## src/rtl/rom_lut_seq_pkg.sv

```systemverilog
// ---------------------------------------------------------------------------
// rom_lut_seq_pkg
// Shared definitions for the ROM look-up-table burst sequencer.
//   state_t : sequencer FSM states (IDLE -> READ -> DRAIN -> IDLE)
//   N_REQ   : number of requesters served by the sequencer (fixed at 2)
// ---------------------------------------------------------------------------
package rom_lut_seq_pkg;

    localparam int N_REQ = 2;

    typedef enum logic [1:0] {
        ST_IDLE  = 2'd0,
        ST_READ  = 2'd1,
        ST_DRAIN = 2'd2
    } state_t;

endpackage

```

## src/rtl/rom_lut_seq_arb.sv

```systemverilog
// ---------------------------------------------------------------------------
// rom_lut_seq_arb
// Two-requester arbiter producing a one-hot grant.
// Configuration macro: ROM_LUT_SEQ_RR_EN
//   defined   : on a tie, the requester not granted last time wins
//   undefined : on a tie, requester 0 always wins
// Ports:
//   in_clk     clock
//   in_rst     synchronous active-high reset (favours requester 0)
//   in_req     request vector, bit i = requester i
//   in_update  strobe: the current grant is being taken, advance priority
//   out_grant  one-hot grant (zero when no request), combinational
// ---------------------------------------------------------------------------
module rom_lut_seq_arb
    import rom_lut_seq_pkg::*;
(
    input  logic             in_clk,
    input  logic             in_rst,
    input  logic [N_REQ-1:0] in_req,
    input  logic             in_update,
    output logic [N_REQ-1:0] out_grant
);

    // Index of the requester that wins a tie. One bit suffices for two requesters.
    logic r_favour;

    always_comb begin
        out_grant = '0;
        if (in_req[r_favour]) begin
            out_grant[r_favour] = 1'b1;
        end else if (in_req[~r_favour]) begin
            out_grant[~r_favour] = 1'b1;
        end
    end

    always_ff @(posedge in_clk) begin
        if (in_rst) begin
            r_favour <= 1'b0;
        end else if (in_update) begin
`ifdef ROM_LUT_SEQ_RR_EN
            // Granted 0 -> favour 1 next; granted 1 -> favour 0 next.
            r_favour <= out_grant[0];
`else
            // Fixed priority: requester 0 is always favoured.
            r_favour <= 1'b0;
`endif
        end
    end

endmodule

```

## src/rtl/rom_lut_sequencer.sv

```systemverilog
// ---------------------------------------------------------------------------
// rom_lut_sequencer
// Serves burst reads from a synchronous ROM on behalf of two requesters.
// A request seen in IDLE latches the winner's start address and length,
// then the sequencer walks the ROM one address per cycle. The ROM returns
// data one cycle after the address, so valid/last are the READ-cycle
// qualifiers delayed by one register stage; the final word therefore
// emerges during the single DRAIN cycle.
// Configuration macro: ROM_LUT_SEQ_RR_EN (round-robin arbitration on ties,
// see rom_lut_seq_arb).
// Ports:
//   in_clk        clock, rising edge
//   in_rst        synchronous active-high reset
//   in_req        burst request per requester
//   in_addr       start address, slice i = requester i
//   in_len        burst length minus one, slice i = requester i
//   out_ack       one-cycle grant acknowledge per requester
//   out_rom_addr  registered ROM read address
//   in_rom_data   ROM read data (one cycle after address)
//   out_data      returned word (straight from in_rom_data)
//   out_valid     out_data valid for requester i (one-hot or zero)
//   out_last      final word of the burst
//   out_busy      high whenever the FSM is not IDLE
// ---------------------------------------------------------------------------
module rom_lut_sequencer
    import rom_lut_seq_pkg::*;
#(
    parameter int ROM_ADDR_WIDTH = 8,
    parameter int ROM_DATA_WIDTH = 8,
    parameter int LEN_WIDTH      = 8
) (
    input  logic                          in_clk,
    input  logic                          in_rst,
    input  logic [1:0]                    in_req,
    input  logic [2*ROM_ADDR_WIDTH-1:0]   in_addr,
    input  logic [2*LEN_WIDTH-1:0]        in_len,
    output logic [1:0]                    out_ack,
    output logic [ROM_ADDR_WIDTH-1:0]     out_rom_addr,
    input  logic [ROM_DATA_WIDTH-1:0]     in_rom_data,
    output logic [ROM_DATA_WIDTH-1:0]     out_data,
    output logic [1:0]                    out_valid,
    output logic                          out_last,
    output logic                          out_busy
);

    state_t                    r_state;
    state_t                    w_state_next;

    logic [ROM_ADDR_WIDTH-1:0] r_rom_addr;
    logic [LEN_WIDTH-1:0]      r_len;
    logic [LEN_WIDTH-1:0]      r_count;
    logic [N_REQ-1:0]          r_owner;
    logic [N_REQ-1:0]          r_ack;
    logic [N_REQ-1:0]          r_valid;
    logic                      r_last;

    logic [ROM_ADDR_WIDTH-1:0] w_addr_slice [N_REQ];
    logic [LEN_WIDTH-1:0]      w_len_slice  [N_REQ];
    logic [ROM_ADDR_WIDTH-1:0] w_sel_addr;
    logic [LEN_WIDTH-1:0]      w_sel_len;
    logic [N_REQ-1:0]          w_grant;
    logic                      w_start;
    logic                      w_final_addr;

    // Split the packed per-requester buses into arrays.
    genvar gi;
    generate
        for (gi = 0; gi < N_REQ; gi++) begin : g_slice
            assign w_addr_slice[gi] = in_addr[gi*ROM_ADDR_WIDTH +: ROM_ADDR_WIDTH];
            assign w_len_slice[gi]  = in_len[gi*LEN_WIDTH +: LEN_WIDTH];
        end
    endgenerate

    // Requests are only looked at while idle.
    assign w_start      = (r_state == ST_IDLE) && (|in_req);
    assign w_final_addr = (r_count == r_len);

    rom_lut_seq_arb u_arb (
        .in_clk    (in_clk),
        .in_rst    (in_rst),
        .in_req    (in_req),
        .in_update (w_start),
        .out_grant (w_grant)
    );

    // One-hot grant selects the winner's address and length (AND-OR mux).
    always_comb begin
        w_sel_addr = '0;
        w_sel_len  = '0;
        for (int i = 0; i < N_REQ; i++) begin
            if (w_grant[i]) begin
                w_sel_addr = w_sel_addr | w_addr_slice[i];
                w_sel_len  = w_sel_len  | w_len_slice[i];
            end
        end
    end

    always_comb begin
        w_state_next = r_state;
        case (r_state)
            ST_IDLE:  if (w_start)      w_state_next = ST_READ;
            ST_READ:  if (w_final_addr) w_state_next = ST_DRAIN;
            ST_DRAIN:                   w_state_next = ST_IDLE;
            default:                    w_state_next = ST_IDLE;
        endcase
    end

    always_ff @(posedge in_clk) begin
        if (in_rst) begin
            r_state    <= ST_IDLE;
            r_rom_addr <= '0;
            r_len      <= '0;
            r_count    <= '0;
            r_owner    <= '0;
            r_ack      <= '0;
            r_valid    <= '0;
            r_last     <= 1'b0;
        end else begin
            r_state <= w_state_next;
            r_ack   <= w_start ? w_grant : '0;
            // The address issued this READ cycle returns data next cycle.
            r_valid <= (r_state == ST_READ) ? r_owner : '0;
            r_last  <= (r_state == ST_READ) && w_final_addr;

            case (r_state)
                ST_IDLE: begin
                    if (w_start) begin
                        r_rom_addr <= w_sel_addr;
                        r_len      <= w_sel_len;
                        r_owner    <= w_grant;
                        r_count    <= '0;
                    end
                end
                ST_READ: begin
                    // Address wraps naturally at the top of the ROM.
                    if (!w_final_addr) begin
                        r_rom_addr <= r_rom_addr + 1'b1;
                        r_count    <= r_count + 1'b1;
                    end
                end
                default: begin
                end
            endcase
        end
    end

    assign out_ack      = r_ack;
    assign out_rom_addr = r_rom_addr;
    assign out_data     = in_rom_data;
    assign out_valid    = r_valid;
    assign out_last     = r_last;
    assign out_busy     = (r_state != ST_IDLE);

endmodule
```

## config.mk

```make
export PLATFORM = sky130hd
export DESIGN_NAME = rom_lut_sequencer
export DESIGN_NICKNAME = d
export VERILOG_FILES = /design/src/rtl/rom_lut_seq_pkg.sv /design/src/rtl/rom_lut_seq_arb.sv /design/src/rtl/rom_lut_sequencer.sv
export SDC_FILE = /design/constraint.sdc
export NUM_CORES = 1
export LEC_CHECK = 0
export CORE_AREA = 2 2 81 64
export DETAILED_ROUTE_END_ITERATION = 8
export DIE_AREA = 0 0 83 66
export PLACE_DENSITY = 0.75
export RECOVER_POWER = 50
export SLEW_MARGIN = 30
export SYNTH_ARGS = -nofsm -noshare
export SYNTH_HDL_FRONTEND = slang
export SYNTH_SLANG_ARGS = --single-unit
```

## constraint.sdc

```tcl
create_clock -name in_clk -period 2.24 [get_ports in_clk]
set_clock_uncertainty 0.2 [all_clocks]
set_input_delay 0.448 -clock in_clk [delete_from_list [all_inputs] [get_ports in_clk]]
set_output_delay 0.448 -clock in_clk [all_outputs]
set_load 0.05 [all_outputs]
```

Word level (Yosys, flattened, before mapping). Cells that the tools add are included. W data, S select, Z words.

Flip-flop bits (word level): 33. Input bits: 44. Output and inout port bits: 22. Word-level logic and storage cells: 45.

Add/subtract/negate cells: 2. Equal/unequal tests: 5. Muxes and demuxes: 15. Bitwise logic cells: 4. Reductions and logical operators: 11.

Operators by type and width (count): $mux W8 (8); $pmux W8 S2 (2); $add A8 B1 Y8 const B (2); $or A8 B8 Y8 (2); $eq A8 B8 Y1 (1); $mux W2 (4); $ne A2 B2 Y1 const B (3); $reduce_or A2 Y1 (3); $pmux W2 S2 (1); $reduce_and A2 Y1 (2); $reduce_bool A2 Y1 (2); $reduce_and A3 Y1 (1); $eq A2 B1 Y1 const B (1); $logic_and A1 B1 Y1 (2); $logic_not A2 Y1 (1); $not A1 Y1 (2).

Depth between registers and ports, before layout. Gate-level depths: netlist (run 1).

Depth after elaboration: 7. Gate-level depth with buffers: 6. Gate-level depth less buffers: 6.

Hierarchy. A second synthesis (run 1) with hierarchy kept.

Cell total of the unflattened synthesis: 209. Area, all modules: 1759.2 um^2.

Modules (own cells, without submodules): rom_lut_sequencer (times used 1, cells each 207, area each 1737.9 um^2, seq. area each 660.6 um^2); rom_lut_seq_arb (times used 1, cells each 2, area each 21.3 um^2, seq. area each 0.0 um^2).

Least setup slack after synthesis (run 1). Ideal clock, no wire load.

Kind: input -> register. From: in in_req[1]. To: reg r_count[4]. Library setup time: 0.074 ns. Data arrival time: 1.557 ns. Slack: 0.409 ns. Stages: 5. Buffers on the path: 1. Cell sequence: clkbuf_1 o21ai_1 and3_2 or4_1 a31oi_1.

Word-level cells in the longest chain between the ends: 4.

RTL lines: start: declaration (line rom_lut_sequencer.sv:34) `input logic [1:0] in_req,`; $reduce_or A2 Y1 (line rom_lut_sequencer.sv:75) `assign w_start = (r_state == ST_IDLE) && (|in_req);`; $logic_and A1 B1 Y1 (line rom_lut_sequencer.sv:75); $ne A2 B2 Y1 (no line); $reduce_and A3 Y1 (no line); end signal: assignment (line rom_lut_sequencer.sv:138) `r_count <= r_count + 1'b1;`; end: declaration (line rom_lut_sequencer.sv:51) `logic [LEN_WIDTH-1:0] r_count;`.

No other way between the ends. A chain may end at the register's enable or synchronous reset.

Worst setup path after layout (run 1).
From: reg r_rom_addr[4], in the netlist out_rom_addr[4]. To: out out_rom_addr[4].

RTL lines: start: declaration (line rom_lut_sequencer.sv:49) `logic [ROM_ADDR_WIDTH-1:0] r_rom_addr;`; start signal: assignment (line rom_lut_sequencer.sv:128) `r_rom_addr <= w_sel_addr;`; start signal: assignment (line rom_lut_sequencer.sv:137) `r_rom_addr <= r_rom_addr + 1'b1;`; end: declaration (line rom_lut_sequencer.sv:38) `output logic [ROM_ADDR_WIDTH-1:0] out_rom_addr,`.

No word-level cell between the ends.

==> metrics.cfg, run 1 <==
[sta]
hold_violations = 0
fin_crit_ps = 2190
setup_viol = 0
layout_setup_ws_ps = 52.3
worst_pin_slew_ps = 600
maxSlewHeadroom_pct = 60.1
slew_viol_final = 0
fin_tns_setup_ps = 0
min_period_over_period_pct = 97.7
max_freq_ghz = 0.457
rsz0062_at_grt = no

[clock_network]
clock_path_buffers = 2
cts_tree = done
cts-buffers-inserted = 5
postCtsSetupBuffers = 0
cts_resized = 0
clock_sinks = 33
cts.root.buffer_cell = clkbuf_8
cts_max_level = 2
clkTransAtPathRegs_ps = 70
clk_latency_ps = 300
hold_buffers = 0

[synthesis]
async_reset_ff_share_pct = 0
yosysTopAreaCellShare_pct = 36.7
post-synth-top-area-cell = dfxtp_1
synth_ff_type = dfxtp_1
syn_inst = 220
syn-cell-area_mm2 = 0.00180
synth-edff-count = 0
synth_cell_types = 49
ys_ff_latch = 33
syn_area_per_cell_um2 = 8.18
synth_area_leaders = dfxtp_1, a211oi_1, nor2_1
yosysSeqAreaShare_pct = 36.7
synth_nets = 266
yosysWarnings = 0

[floorplan]
io_pins = 66
num_rows = 22
chipHeight_um = 66
dieArea_mm2 = 0.00548
coreArea_mm2 = 0.00471
fp.dieW_um = 83
start_util_pct = 38.2

[cells_and_area]
nets = 315
num_antenna_cells = 0
final_common_cell = clkdlybuf4s50_1
drive_gt1_share_pct = 10.4
synthToLayoutAreaGrowth_pct = 36.1
final_cell_mix = clkdlybuf4s50_1, dfxtp_1, nor2_1, nor3_1
fin_util_pct = 52.0
final_area_mm2 = 0.00245

[grt]
first_global_vias = 1653
grt_pass1_wl_um = 8080
grt_usage_pct = 18.7
grt_overflow = 0
antenna_found_initial = 0
grt_max_degree = 23

[job]
maxCapViolCount = 0

[placement]
place_area_mm2 = 0.00237
hpwl_um = 3710
io_buffers = 49
gp_congestion = 0.865
post-place-ws_ps = -45.5

[power]
powerDensity_mw_per_mm2 = 770
ir_drop_v = 0.000500
leakagePower_nw = 0.945
power_mw = 1.89

[min_path]
worstHoldPathType = flip-flop to flip-flop

[worst_setup_path]
path_class = flip-flop to output port
worstPathMaxFanout = 6
cp_top_family = buffers and inverters
path_buf_inv = 1
cp-start-kind = flip-flop
endpoint_kind = output port
slowest_delay_ps = 840
worstPathCellList = clkdlybuf4s50_1
required_ps = 1590
cp_slowest_cell = clkdlybuf4s50_1
worstPathArrival_ps = 1540

[detailed_routing]
vias = 1803
finalWirelength_um = 4990
via_per_inst = 5.46
dr.pass1.iters = 4
drc_errors = 0
drtIter0Drc = 180
wl_per_cell_um = 15.1
ant_nets = 0

[outcome]
status = finished clean

cells in the mapped netlist (2+ instances only):
| library cell | number |
|---|---|
| clkbuf_1 | 11 |
| nand3_1 | 13 |
| nand4_1 | 4 |
| a22o_1 | 2 |
| ha_1 | 2 |
| dfxtp_1 | 33 |
| buf_4 | 8 |
| or4_1 | 2 |
| nor2b_1 | 3 |
| nor4_1 | 2 |
| or3_1 | 2 |
| a221oi_1 | 5 |
| o21ai_0 | 4 |
| nor3_1 | 14 |
| a22oi_1 | 2 |
| xor2_1 | 8 |
| o31ai_1 | 3 |
| a21boi_0 | 2 |
| o22ai_1 | 2 |
| a211oi_1 | 10 |
| a31oi_1 | 4 |
| nand2b_1 | 3 |
| inv_1 | 5 |
| nand2_1 | 13 |
| and3_1 | 10 |
| buf_2 | 2 |
| nor4_2 | 2 |
| a21oi_1 | 6 |
| o41ai_1 | 3 |
| o211ai_1 | 2 |
| nor2_1 | 20 |
layout make-up:
class	instances	area (um^2)
tap	60	75.1
clock inverter	1	30.0
timing repair buffer	64	583
inverter	5	18.8
fill	435	2260
sequential	33	661
multi-input combinational	160	995
clock buffer	7	86.3
sequential cells by signal (all words and copies together), names as in the netlist:
signal and cells:
out_last 1, out_rom_addr 8, r_owner 2, r_count 8, out_ack 2, r_len 8, r_state 2, out_valid 2
stage by stage:
| step | instances | hold WS, ps |
|---|---|---|
| 5_1_grt | 330 | 270 |
| 6_report | 330 | 256 |
| 4_1_cts | 330 | 256 |
| 3_3_place_gp | 322 | 239 |
| 3_5_place_dp | 322 | 246 |
| 2_1_floorplan | 220 | 219 |
logic make-up (layout without fill, tap and decap cells):
family,count (synthesis),in the layout,synth area share (%)
AOI/OAI and AO/OA,56,56,22.7
adders and majority gates,2,2,1.39
buffers and inverters,27,77,7.86
DFF,33,33,36.7
and+or+nand+nor,94,94,27.4
xor gates and xnor gates,8,8,3.89
layer usage:
metal  track usage, %  vias up  routed length, um
met3             5.87        4                404
met5                0        -                  0
met4             5.33        0                 27
met1             26.4      797               2440
li1                 -      915                  -
met2             27.1       87               2120
power breakdown:
group	leakage, nW	internal, mW	switching (mW)
Sequential	0.271	0.645	0.0605
Clock	0.0585	0.363	0.229
Combinational	0.615	0.239	0.349
path summary, 6_finish.rpt:
kind	from	end	slack, ps	depth (start not counted)
setup / recovery	out_rom_addr[4]	out_rom_addr[4]	50	1
hold / removal	r_owner[0]	r_owner[0]	260	2
setup reg to reg	r_state[1]	r_count[5]	100	6
hold reg to reg	r_owner[0]	r_owner[0]	260	2
(Power assumes the default switching activity.)
==> run 2: changes to the inputs <==
- CTS_CLUSTER_SIZE: default -> 28
==> results of run 2 <==
Same layout as run 1: the final DEF is identical, and so are final timing and power.
==> run 3: changes to the inputs <==
- PLACE_DENSITY: 0.75 -> 0.71
==> run 3 against run 2 <==
  * Via count is 2.0% higher
  * Largest power group unchanged
  * Critical endpoint is now out_rom_addr[6]
  * Sequential share of layout area is 0.72 points lower
  * Final area is 2.8% higher
  * Largest cell class unchanged
  * Core utilization is 1.4 points higher
  * Sequential cell count stayed put
==> metrics.cfg, run 3 (synthesized netlist as in run 1, its figures left out) <==
[clock_network]
cts_max_level = 2
hold_buffers = 0
cts.root.buffer_cell = clkbuf_8
cts-buffers-inserted = 5
cts_tree = done
clkTransAtPathRegs_ps = 70
postCtsSetupBuffers = 0
clock_sinks = 33
clock_path_buffers = 2
clk_latency_ps = 280
cts_resized = 0

[floorplan]
fp.dieW_um = 83
chipHeight_um = 66
num_rows = 22
dieArea_mm2 = 0.00548
coreArea_mm2 = 0.00471
io_pins = 66
start_util_pct = 38.2

[sta]
min_period_over_period_pct = 97.6
maxSlewHeadroom_pct = 60.0
whs_ps = 248
hold_violations = 0
slew_viol_final = 0
worst_pin_slew_ps = 602
max_freq_ghz = 0.458
rsz0062_at_grt = no
fin_crit_ps = 2190
setup_viol = 0

[detailed_routing]
drtIter0Drc = 157
wl_met1_um = 2510
via_per_inst = 5.52
highest_layer = met4
met2WireLength_um = 2340
finalWirelength_um = 5200
met3_length_um = 328
drc_errors = 0
wl_per_cell_um = 15.6
ant_nets = 0
vias = 1839
dr.pass1.iters = 6

[power]
p_clk_share_pct = 33.4
powerDensity_mw_per_mm2 = 790
p_sw_mw = 0.645
leakagePower_nw = 0.972
pwr-share-seq_pct = 35.3
ir_drop_v = 0.000626
power.internal_mw = 1.34
switching_share_pct = 32.4
pwr-share-comb_pct = 31.3

[worst_setup_path]
endpoint_kind = output port
path_class = flip-flop to output port
slowest_delay_ps = 840
cp_slowest_cell = clkdlybuf4s50_1
r2r_cells = 7
path_buf_inv = 1
cp_num_cells = 1
worstPathMaxFanout = 6
required_ps = 1590
worstPathArrival_ps = 1540
worstPathCellList = clkdlybuf4s50_1
cp_top_family = buffers and inverters
cp-start-kind = flip-flop

[grt]
grt_pass1_wl_um = 8630
grt_usage_pct = 19.5
first_global_vias = 1760
grt_overflow = 0
antenna_found_initial = 0
grt_max_degree = 34

[cells_and_area]
drive_gt1_share_pct = 11.0
final_common_cell = clkdlybuf4s50_1
final_area_mm2 = 0.00252
nets = 318
synthToLayoutAreaGrowth_pct = 39.8
final_cell_mix = clkdlybuf4s50_1, dfxtp_1, nor2_1, nor3_1
num_antenna_cells = 0

[min_path]
min_path_cells = 2
worstHoldPathType = flip-flop to flip-flop

[placement]
place_area_mm2 = 0.00240
hpwl_um = 3860
gp_congestion = 0.853
io_buffers = 49

[job]
maxCapViolCount = 0

[outcome]
status = finished clean

run 3: changes by cell type in the layout (fill, tap and decap cells not counted):
cell / before / now
buf_12: 1 / 3
bufinv_16: 1 / 2
clkbuf_1: 5 / 6
clkbuf_2: 2 / 0
clkbuf_8: 6 / 5
clkinv_2: 0 / 1
dlygate4sd3_1: 1 / 2
nor2_1: 21 / 20
nor2_2: 0 / 1
run 3: final timing paths:
| check | startpoint | end | slack, ps |
|---|---|---|---|
| max reg2reg | r_count[5] | out_rom_addr[1] | 120 |
| min | r_owner[1] | out_valid[1] | 250 |
| max | out_rom_addr[6] | out_rom_addr[6] | 50 |
| min reg2reg | r_owner[1] | out_valid[1] | 250 |
run 3: area by class of cell:
type                            count  area [um^2]
Clock buffer                        5         68.8
Clock inverter                      3         65.1
Fill cell                         438         2190
Inverter                            5         18.8
Multi-Input combinational cell    160          997
Sequential cell                    33          661
Tap cell                           60         75.1
Timing Repair Buffer               67          631
run 3: power by group through the flow:
stage	combinational (mW)	clock, mW	sequential (mW)
2_1_floorplan	0.321	0	0.794
3_3_place_gp	0.627	0	0.714
3_5_place_dp	0.633	0	0.714
4_1_cts	0.637	0.673	0.702
5_1_grt	0.670	0.698	0.710
6_report	0.623	0.663	0.703
run 3: metal layers:
metal,vias to the layer above,GRT usage [%]
met5,-,0
met4,0,3.69
met3,2,4.49
met2,61,30.4
met1,857,27.6
li1,919,-
run 3: through the flow:
stage                     setup slack (ps)  total power [mW]  cells  TNS [ps]  utilization (%)
after global placement                25.5              1.34    325         0             51.1
final                                 54.7              1.99    333         0             53.5
after CTS                             47.1              2.01    333         0             53.9
after floorplan                        409              1.11    220         0                -
after detailed placement             -65.2              1.35    325     -65.2             51.1
after global routing                0.0999              2.08    333         0             53.5
run 3: worst min-delay path: cells and delay by family, from the launching register on:
| family | cells | cell delay, ps |
|---|---|---|
| and+or+nand+nor | 2 | 110 |
| DFF | 1 | 300 |
